$ cat config.mk
export PLATFORM = sky130hd
export DESIGN_NAME = button_event_ctrl
export DESIGN_NICKNAME = d
export VERILOG_FILES = /design/src/rtl/button_event_ctrl_pkg.sv /design/src/rtl/button_event_ctrl_sync_2ff.sv /design/src/rtl/button_event_ctrl.sv
export SDC_FILE = /design/constraint.sdc
export NUM_CORES = 1
export LEC_CHECK = 0
export ABC_AREA = 1
export CAP_MARGIN = 20
export CORE_ASPECT_RATIO = 0.8
export CORE_MARGIN = 2
export CORE_UTILIZATION = 45
export DETAILED_ROUTE_END_ITERATION = 6
export SKIP_CTS_REPAIR_TIMING = 1
export SLEW_MARGIN = 40
export SYNTH_ARGS = -nofsm -noshare
export SYNTH_HDL_FRONTEND = slang
export SYNTH_HIERARCHICAL = 1
export SYNTH_SLANG_ARGS = --single-unit
export TNS_END_PERCENT = 50
$ cat constraint.sdc
create_clock -name clk -period 5.3 [get_ports clk]
set_input_delay 1.325 -clock clk [delete_from_list [all_inputs] [get_ports clk]]
set_output_delay 1.325 -clock clk [all_outputs]
set_load 0.02 [all_outputs]
$ cat src/rtl/button_event_ctrl_pkg.sv
// Shared defaults, derived widths and arbiter state encoding for the
// button event controller.
package button_pkg;

  // Default channel count and debounce length.
  localparam int N_BTN_DEF     = 4;
  localparam int DB_CYCLES_DEF = 16;

  // Debounce counter width: counts 0..db-1, never narrower than one bit.
  function automatic int cnt_width(input int db);
    return (db <= 2) ? 1 : $clog2(db);
  endfunction

  // Event id width: indexes 0..n-1, never narrower than one bit.
  function automatic int id_width(input int n);
    return (n <= 2) ? 1 : $clog2(n);
  endfunction

  localparam int CNT_W_DEF = cnt_width(DB_CYCLES_DEF);
  localparam int ID_W_DEF  = id_width(N_BTN_DEF);

  // Arbiter FSM: either nothing offered, or one event held on evt_id.
  typedef enum logic {
    ST_IDLE  = 1'b0,
    ST_OFFER = 1'b1
  } arb_state_e;

endpackage

$ cat src/rtl/button_event_ctrl_sync_2ff.sv
// Two-flop synchronizer for one asynchronous input bit.
module sync_2ff (
  input  logic clk,
  input  logic rst,
  input  logic d,
  output logic q
);

  logic meta_q;
  logic sync_q;

  // Shift the raw bit through two flops to settle metastability.
  always_ff @(posedge clk or posedge rst) begin
    if (rst) begin
      meta_q <= 1'b0;
      sync_q <= 1'b0;
    end else begin
      meta_q <= d;
      sync_q <= meta_q;
    end
  end

  assign q = sync_q;

endmodule

$ cat src/rtl/button_event_ctrl.sv
// Debounces N_BTN raw buttons and offers each press as a single event
// through a valid/ready port, arbitrating round-robin between channels.
module button_event_ctrl
  import button_pkg::*;
#(
  parameter int N_BTN     = N_BTN_DEF,
  parameter int DB_CYCLES = DB_CYCLES_DEF
) (
  input  logic                     clk,
  input  logic                     rst,
  input  logic [N_BTN-1:0]         btn_raw,
  output logic [N_BTN-1:0]         btn_level,
  output logic                     evt_valid,
  output logic [$clog2(N_BTN)-1:0] evt_id,
  input  logic                     evt_ready,
  output logic [N_BTN-1:0]         overflow
);

  localparam int ID_W  = $clog2(N_BTN);
  localparam int CNT_W = cnt_width(DB_CYCLES);
  localparam logic [CNT_W-1:0] CNT_MAX = CNT_W'(DB_CYCLES - 1);
  localparam logic [ID_W-1:0]  ID_LAST = ID_W'(N_BTN - 1);

  logic [N_BTN-1:0] sync_s;
  logic [N_BTN-1:0] rise_s;
  logic [N_BTN-1:0] pending_q, pending_d;
  logic [N_BTN-1:0] overflow_q, overflow_d;
  logic [N_BTN-1:0] clr_s;

  arb_state_e       state_q;
  logic             evt_valid_q;
  logic [ID_W-1:0]  evt_id_q;
  logic [ID_W-1:0]  ptr_q;
  logic [ID_W-1:0]  ptr_inc_s;
  logic [ID_W-1:0]  start_s;
  logic [ID_W-1:0]  pick_s;
  logic             hs_s;
  logic             take_s;

  // First set bit of pend at or above start, wrapping at N_BTN.
  function automatic logic [ID_W-1:0] rr_pick(input logic [N_BTN-1:0] pend,
                                              input logic [ID_W-1:0]  start);
    logic found;
    int   idx;
    rr_pick = '0;
    found   = 1'b0;
    for (int k = 0; k < N_BTN; k++) begin
      idx = int'(start) + k;
      if (idx >= N_BTN) idx = idx - N_BTN;
      if (!found && pend[idx]) begin
        found   = 1'b1;
        rr_pick = ID_W'(idx);
      end
    end
  endfunction

  for (genvar gi = 0; gi < N_BTN; gi++) begin : g_chan
    logic             lvl_q;
    logic [CNT_W-1:0] cnt_q;
    logic             cnt_full;

    sync_2ff u_sync (
      .clk (clk),
      .rst (rst),
      .d   (btn_raw[gi]),
      .q   (sync_s[gi])
    );

    assign cnt_full     = (cnt_q == CNT_MAX);
    // A rise is the edge on which a disagreeing high level is finally adopted.
    assign rise_s[gi]   = sync_s[gi] && !lvl_q && cnt_full;
    assign btn_level[gi] = lvl_q;

    // Count consecutive disagreeing samples; adopt the new level on the last one.
    always_ff @(posedge clk or posedge rst) begin
      if (rst) begin
        lvl_q <= 1'b0;
        cnt_q <= '0;
      end else if (sync_s[gi] == lvl_q) begin
        cnt_q <= '0;
      end else if (cnt_full) begin
        lvl_q <= sync_s[gi];
        cnt_q <= '0;
      end else begin
        cnt_q <= cnt_q + 1'b1;
      end
    end
  end

  // Grant selection and pending/overflow next state. After a handshake the
  // search restarts just past the channel that was served.
  always_comb begin
    ptr_inc_s  = (evt_id_q == ID_LAST) ? '0 : evt_id_q + 1'b1;
    start_s    = (state_q == ST_OFFER) ? ptr_inc_s : ptr_q;
    pick_s     = rr_pick(pending_q, start_s);
    hs_s       = evt_valid_q && evt_ready;
    take_s     = (|pending_q) && ((state_q == ST_IDLE) || hs_s);
    clr_s      = '0;
    if (take_s) clr_s[pick_s] = 1'b1;
    // A new rise beats a same-edge clear; a rise onto an uncleared pending bit is lost.
    pending_d  = (pending_q & ~clr_s) | rise_s;
    overflow_d = overflow_q | (rise_s & pending_q & ~clr_s);
  end

  // Pending presses and sticky overflow flags.
  always_ff @(posedge clk or posedge rst) begin
    if (rst) begin
      pending_q  <= '0;
      overflow_q <= '0;
    end else begin
      pending_q  <= pending_d;
      overflow_q <= overflow_d;
    end
  end

  // Arbiter FSM with registered evt_valid/evt_id and round-robin pointer.
  always_ff @(posedge clk or posedge rst) begin
    if (rst) begin
      state_q     <= ST_IDLE;
      evt_valid_q <= 1'b0;
      evt_id_q    <= '0;
      ptr_q       <= '0;
    end else begin
      case (state_q)
        ST_IDLE: begin
          if (|pending_q) begin
            evt_id_q    <= pick_s;
            evt_valid_q <= 1'b1;
            state_q     <= ST_OFFER;
          end
        end
        ST_OFFER: begin
          if (evt_ready) begin
            ptr_q <= ptr_inc_s;
            if (|pending_q) begin
              evt_id_q <= pick_s;
            end else begin
              evt_valid_q <= 1'b0;
              state_q     <= ST_IDLE;
            end
          end
        end
        default: begin
          state_q     <= ST_IDLE;
          evt_valid_q <= 1'b0;
        end
      endcase
    end
  end

  assign evt_valid = evt_valid_q;
  assign evt_id    = evt_id_q;
  assign overflow  = overflow_q;

endmodule
-- Word-level counts from Yosys, hierarchy flattened
Index checks and enable logic that the tools add are counted.
Widths: inputs -> output; s select.
- bits in registers: 42
- input bits: 7
- output and inout bits: 11
- word-level logic and storage cells: 142
- add/subtract/negate cells: 12
- order comparisons: 10
- equal/unequal tests: 12
- muxes and demuxes: 46
- bitwise operators: 11
- reduce and logical (&&, ||, !) cells: 29
- operators by type and width (cell ; number):
    $lt 32x4->1 const B ; 4
    $mux 32 ; 4
    $mux 4 ; 9
    $mux 1 ; 17
    $add 4x1->4 const B ; 4
    $eq 4x4->1 const B ; 4
    $mux 2 ; 8
    $logic_and 1x1->1 ; 14
    $and 4x4->4 ; 3
    $sub 3x3->4 const B ; 3
    $reduce_and 2->1 ; 5
    $ge 3x3->1 const B ; 3
    $bmux 1 s2 ; 4
    $or 4x4->4 ; 2
    $logic_not 1->1 ; 7
    $add 2x2->3 const B ; 2
    $ne 2x2->1 const B ; 3
    $not 1->1 ; 5
    $eq 1x1->1 ; 4
    $not 4->4 ; 1
    $pmux 1 s2 ; 2
    $pmux 2 s2 ; 1
    $reduce_or 4->1 ; 1
    $sub 2x3->4 const B ; 1
    other kinds (9) ; 9

-- Longest topological paths before layout
Gate-level depths: netlist of run 1.
- depth in word-level cells: 26
- mapped depth: 16
- depth with buffers taken out: 16

-- By module
The synthesis of run 1 kept the hierarchy.
- by module, submodules not included (module ; instances ; cells each ; area an instance (um2) ; sequential area each (um2)):
    button_event_ctrl ; 1 ; 249 ; 1889.3 ; 850.8
    sync_2ff ; 4 ; 3 ; 53.8 ; 50.0

-- Worst setup path before layout of run 1
No wires, ideal clock.
- kind: input port to flip-flop
- start point: input port evt_ready
- end point: register pending_q[1]
- library setup time: 117 ps
- data arrival time: 1955 ps
- required time: 5183 ps
- slack: 3228 ps
- stages on the path: 7
- buffers on the path: 0
- path through: nor2_1 -> nor2_1 -> o21ai_0 -> inv_1 -> nand3_1 -> nand2_1 -> nand2_1
- longest elaborated chain between the ends: 7
- ends and longest elaborated chain (item ; RTL line ; RTL):
    start, declared ; button_event_ctrl.sv:15 ; input logic evt_ready,
    $logic_and 1x1->1 ; button_event_ctrl.sv:96 ; hs_s = evt_valid_q && evt_ready;
    $logic_or 1x1->1 ; button_event_ctrl.sv:97 ; take_s = (|pending_q) && ((state_q == ST_IDLE) || hs_s);
    $logic_and 1x1->1 ; button_event_ctrl.sv:97 ;
    $mux 4 ; button_event_ctrl.sv:99 ; if (take_s) clr_s[pick_s] = 1'b1;
    $not 4->4 ; button_event_ctrl.sv:101 ; pending_d = (pending_q & ~clr_s) | rise_s;
    $and 4x4->4 ; button_event_ctrl.sv:101 ;
    $or 4x4->4 ; button_event_ctrl.sv:101 ;
    via pending_d[1] ; button_event_ctrl.sv:26 ; logic [N_BTN-1:0] pending_q, pending_d;
    end signal, assigned ; button_event_ctrl.sv:111 ; pending_q <= pending_d;
    end, declared ; button_event_ctrl.sv:26 ;
The timed path passes the listed nets, and every way through them passes these cells.
A chain may end at the register's enable or synchronous reset.

-- Worst setup path in the final report of run 1
- start point: register evt_id_q[0], in the netlist evt_id[0]
- end point: output port evt_id[0]
- RTL lines (item ; RTL line ; RTL):
    start, declared ; button_event_ctrl.sv:32 ; logic [ID_W-1:0] evt_id_q;
    start signal, assigned ; button_event_ctrl.sv:127 ; evt_id_q <= pick_s;
    start signal, assigned ; button_event_ctrl.sv:136 ; evt_id_q <= pick_s;
    end, declared ; button_event_ctrl.sv:14 ; output logic [$clog2(N_BTN)-1:0] evt_id,
No word-level cell between the ends.

==> run metrics, run 1 <==
arrival time worst endpoint 1.32 ns; peak supply drop 0.000241 V; Hold Crit Endpoint g_chan[0].u_sync/q; die height between 60 and 70 um; core region area roughly 0.0045 mm2; WP data required 3.97 ns; 1st-pass router iterations 4; Clock Latency Late Sink 0.29 ns; Inst Count DP 335; Crit Path Category reg2out; final net count ~300; Post-synth EDFFs 0; Setup Viol. Count Final 0; CTS tree built; Mapped Area roughly 0.0021 mm2; Iter 0 DRT Violations 75; setup slack at placement 2.55 ns; Yosys top cell by area dfrtp_1; gate count of the mapped netlist 261; Max-slew headroom approximately two thirds; max-slew violations 0; maximum clock rate ~380 MHz; IO Pins 18; die area 0.00524 mm2; Power Total approximately 0.0012 W; clk_skew 0.00380 ns; num rows 22; CP startpoint kind flop; initial antenna violation count 0; Root Driver clkbuf_8; multi-input combinational cell area approximately 890 um2; H-tree depth 2; Avg Inst Size Synth 8.06 um2; vias per cell 4.72; cell area power density 483 mW/mm2; CP max stage delay about 0.63 ns; Placer Congestion 0.813; Yosys reg bits 42; worst r2r path cells 15; Leakage between 1 and 1.5 nW; fin util 52.9%; Synth cell types 19; Reg-to-Reg Start evt_id[0]; DR vias 1615; Avg WL per Cell 10.7 um; share of cells above drive strength 1 under 10%; Syn Nets 277; status completed; maxcap violations 0; DRC Markers 0; CTS clk-pin slew, worst paths 0.07 ns; crit path time final 2.65 ns; final wirelength 3.65 mm; vias in the first global route between 1500 and 2000; Hold WC Path Type reg2reg; synth top area cells dfrtp_1 (50%), nand2_1 (14%), inv_1 (6.2%), nand3_1 (5.7%), ha_1 (5.4%); Final Hold Fails 0; Initial Util 46.3%; Tightest Pin Transition 0.524 ns; Max Buffers Root-to-Sink 2; post-synthesis sequential area ratio 49.9%; crit path capture type primary output; Setup TNS 0 ns; most numerous cell in the Yosys netlist nand2_1; Routed Antenna Nets 0; Num CTS Buffers 5; Cell Chain, Critical Path clkdlybuf4s50_1; ys flop type dfrtp_1; clock sinks 42; most frequent cells after synthesis nand2_1 (80), dfrtp_1 (42), inv_1 (35); Total GRT Usage between 10% and 20%; fillers 450; P&R area growth vs syn 14.2%; final global-route overflow total 0; Max stage delay cell, worst path clkdlybuf4s50_1; r2r endpoint pending_q[1]; CP Buf/Inv Count 1; critical path's top delay family buffers and inverters; non-filler instance count after layout 342; register area approximately 0.0011 mm2; critical path peak fanout 5; hold path cells 0; r2r setup slk ~3.2 ns; Yosys Warn Count 6; FFs w/ async S/R, synth 100%; Port Buffers 17; largest net degree at the start of global routing 35; Hold Startpoint g_chan[0].u_sync/meta_q; diode count 0; Post-DP HPWL 2.84 mm; Die W between 80 and 90 um; crit share post-route 50.0%; RSZ-0062 raised after global routing no; Synth top area share 49.9%; first-pass GRT wire length 6.67 mm; post-route worst setup slack 2.65 ns
-- per-stage QoR --
stage               instance area, um2  hold WS [ns]
detailed placement                2330         0.342
CTS                               2400         0.359
global route                      2400         0.363
finish                            2400         0.356
global placement                  2330         0.332
floorplan                         2100         0.331
-- cells in the final DEF, fill, tap and decap left out, drive strengths merged --
cell and count:
clkbuf 7, inv 36, nand3 25, xor2 4, nand4 1, o21ai 9, ha 9, dfrtp 42
a21oi 11, nor2 29, clkdlybuf4s50 17, buf 1, nor4 1, nand2 89, o31ai 1
-- worst max path at each step --
stage                     cells after the start  slack (ns)            to       from
after floorplan                               1        3.23     evt_id[0]        rst
after global placement                        8        2.59  pending_q[1]  evt_ready
after detailed placement                      8        2.55   overflow[2]  evt_ready
after CTS                                     1        2.63     evt_id[0]  evt_id[0]
after global routing                          1        2.59     evt_id[0]  evt_id[0]
final                                         1        2.65     evt_id[0]  evt_id[0]
-- power breakdown --
part           internal [W]  total, W  leakage [nW]  switching (W)
logic              0.000188  0.000566         0.715       0.000378
clock network     0.0000906  0.000185        0.0383      0.0000947
registers          0.000365  0.000409         0.523      0.0000441
-- metal layers --
metal,vias to the layer above,track usage (%),wire [um]
li1,850,-,-
met1,735,23.3,1850
met2,24,25.2,1600
met3,6,4.12,133
met4,0,6.99,70
met5,-,0,0
-- cell families after synthesis --
kind of cell | after synthesis | share of synthesized area [%]
buf+inv | 40 | 7.85
compound gates | 21 | 5.11
flops | 42 | 49.9
xor+xnor | 4 | 1.66
simple gates | 145 | 30.1
fa+ha+maj | 9 | 5.35
-- sequential cells by signal, summed over array words and instances, names as in the netlist --
| name | count |
|---|---|
| evt_valid | 1 |
| ptr_q | 2 |
| g_chan.u_sync/q | 4 |
| g_chan.u_sync/meta_q | 4 |
| evt_id | 2 |
| g_chan.lvl_q | 4 |
| g_chan.cnt_q | 16 |
| state_q | 1 |
| pending_q | 4 |
| overflow | 4 |
-- layout make-up --
cell class,instances,area share [%]
Timing Repair Buffer,18,7.39
Inverter,36,5.62
Tap cell,60,3.12
Sequential cell,42,43.7
Multi-Input combinational cell,179,37.0
Clock buffer,7,3.18
No activity file was read; power rests on OpenSTA's default activity.
==> run 2: changes to the inputs <==
--- a/config.mk
+++ b/config.mk
@@ -11,6 +11,7 @@
 export CORE_MARGIN = 2
 export CORE_UTILIZATION = 45
 export DETAILED_ROUTE_END_ITERATION = 6
+export PLACE_DENSITY = 0.67
 export SKIP_CTS_REPAIR_TIMING = 1
 export SLEW_MARGIN = 40
 export SYNTH_ARGS = -nofsm -noshare
==> constraint.sdc (replaced) <==
create_clock -name clk -period 2.35 [get_ports clk]
set_input_delay 0.5875 -clock clk [delete_from_list [all_inputs] [get_ports clk]]
set_output_delay 0.5875 -clock clk [all_outputs]
set_load 0.02 [all_outputs]
==> run 2 against run 1 <==
Non-clock buffer count is the same. Flip-flop and latch count unchanged. Global-route usage shrank 0.63 points. Sequential share of layout area shrank 0.34 points. Clock skew rose by 0.0054 ns. Count of clock-buffer cells in the layout decreased by 1. Clock power rose to 2.6 times the previous value. Hold slack got worse by 0.0041 ns. Combinational power rose by 120%. First-iteration DRC count grew 39%. Die area is the same. Critical path depth up 14.
==> run metrics, run 2 (same netlist as run 1, synthesis figures left out) <==
final global-route overflow total 0; Placer Congestion around 0.89; Die W 80.5 um; Final Hold Fails 0; CP most frequent cell nand2_1; diode count 0; maxcap violations 0; commonest non-fill, non-tap cells in the layout nand2_1 (80), dfrtp_1 (42), inv_1 (35); critical path peak fanout 6; status completed; fin util 53.3%; CTS tree built; largest net degree at the start of global routing 35; final net count ~300; maximum clock rate 471 MHz; first-pass GRT wire length around 6.5 mm; final wirelength 3.69 mm; CP max stage delay 0.43 ns; Initial Util 46.3%; CP startpoint kind flop; Port Buffers 17; RSZ-0062 raised after global routing no; Crit Path Category reg2reg; crit share post-route about nine tenths; Setup Viol. Count Final 0; Root Driver clkbuf_8; Setup TNS 0 ns; IO Pins 18; WP data required roughly 2.5 ns; most common cell after layout, fill and taps aside nand2_1; Cell Chain, Critical Path ha_1 > inv_1 > nand2_1 > nand2_1 > nand2_1 > nand2_2 > nand2_2 > nand2_2 > nor2_4 > nand2_1 > nor2_1 > nor2_1 > nand3_1 > nand2_1 > nand2_1; Iter 0 DRT Violations between 100 and 150; die area 0.00524 mm2; Max stage delay cell, worst path dfrtp_1; DR vias approximately 1600; fillers approximately 440; num rows 22; P&R area growth vs syn 15.1%; Tightest Pin Transition 0.443 ns; Max-slew headroom about 70%; crit path time final around 2.1 ns; clk_skew 0.00918 ns; peak supply drop 0.000475 V; CTS clk-pin slew, worst paths approximately 0.080 ns; Post-DP HPWL 2.83 mm; Clock Latency Late Sink between 0.2 and 0.3 ns; arrival time worst endpoint 2.31 ns; setup slack at placement 0.278 ns; max reg flops 16; cell area power density roughly 1100 mW/mm2; Num CTS Buffers 5; Max Buffers Root-to-Sink 2; 1st-pass router iterations 4; crit path capture type flop; post-route worst setup slack 0.228 ns; vias per cell approximately 4.7; die height 65.2 um; CP Buf/Inv Count 1; Leakage between 1 and 1.5 nW; DRC Markers 0; Routed Antenna Nets 0; share of cells above drive strength 1 7.77%; Total GRT Usage 16.1%; max-slew violations 0; core region area 0.00454 mm2; vias in the first global route 1593; Hold WC Path Type reg2reg; Avg WL per Cell 10.8 um; clock sinks 42; critical path's top delay family simple AND/OR/NAND/NOR gates; post-route cell area 0.00242 mm2; H-tree depth 2; Biggest register g_chan.cnt_q; DP Area ~0.0023 mm2; initial antenna violation count 0
-- run 2: metal layers --
metal,track usage (%),part of all wire (%),vias up
li1,-,-,859
met3,4.95,3.7,4
met2,25.7,44,19
met5,0,0,-
met1,21.3,52,735
met4,4.87,1.0,0
-- run 2: path summary, 6_finish.rpt --
path | start | to | slack (ns) | depth (start not counted)
max in group asynchronous | rst | overflow[0] | 1.22 | 3
setup reg to reg | evt_id[0] | overflow[1] | 0.23 | 15
min in group asynchronous | rst | g_chan[2].u_sync/q | 0.56 | 2
hold reg to reg | g_chan[3].u_sync/meta_q | g_chan[3].u_sync/q | 0.35 | 0
hold / removal | g_chan[3].u_sync/meta_q | g_chan[3].u_sync/q | 0.35 | 0
setup / recovery | evt_id[0] | overflow[1] | 0.23 | 15
-- run 2: through the flow --
stage / cells / hold slack [ns] / power, W
after floorplan: 261 / 0.329 / 0.00190
after global placement: 335 / 0.333 / 0.00220
after detailed placement: 335 / 0.335 / 0.00220
after CTS: 343 / 0.353 / 0.00269
after global routing: 343 / 0.362 / 0.00292
final: 343 / 0.352 / 0.00268
-- run 2: final cells by class --
cell class,instances,area [um2],area share (%)
Inverter,36,135,5.58
Sequential cell,42,1050,43.4
Tap cell,60,75.1,3.10
Clock inverter,2,12.5,0.517
Multi-Input combinational cell,179,888,36.7
Clock buffer,6,82.6,3.41
Timing Repair Buffer,18,178,7.33
-- run 2: report_power, final --
part / internal, W / switching, W / total [W]
clock: 0.000236 / 0.000250 / 0.000486
sequential: 0.000822 / 0.000103 / 0.000925
combinational: 0.000422 / 0.000845 / 0.00127
total: 0.00148 / 0.00120 / 0.00268
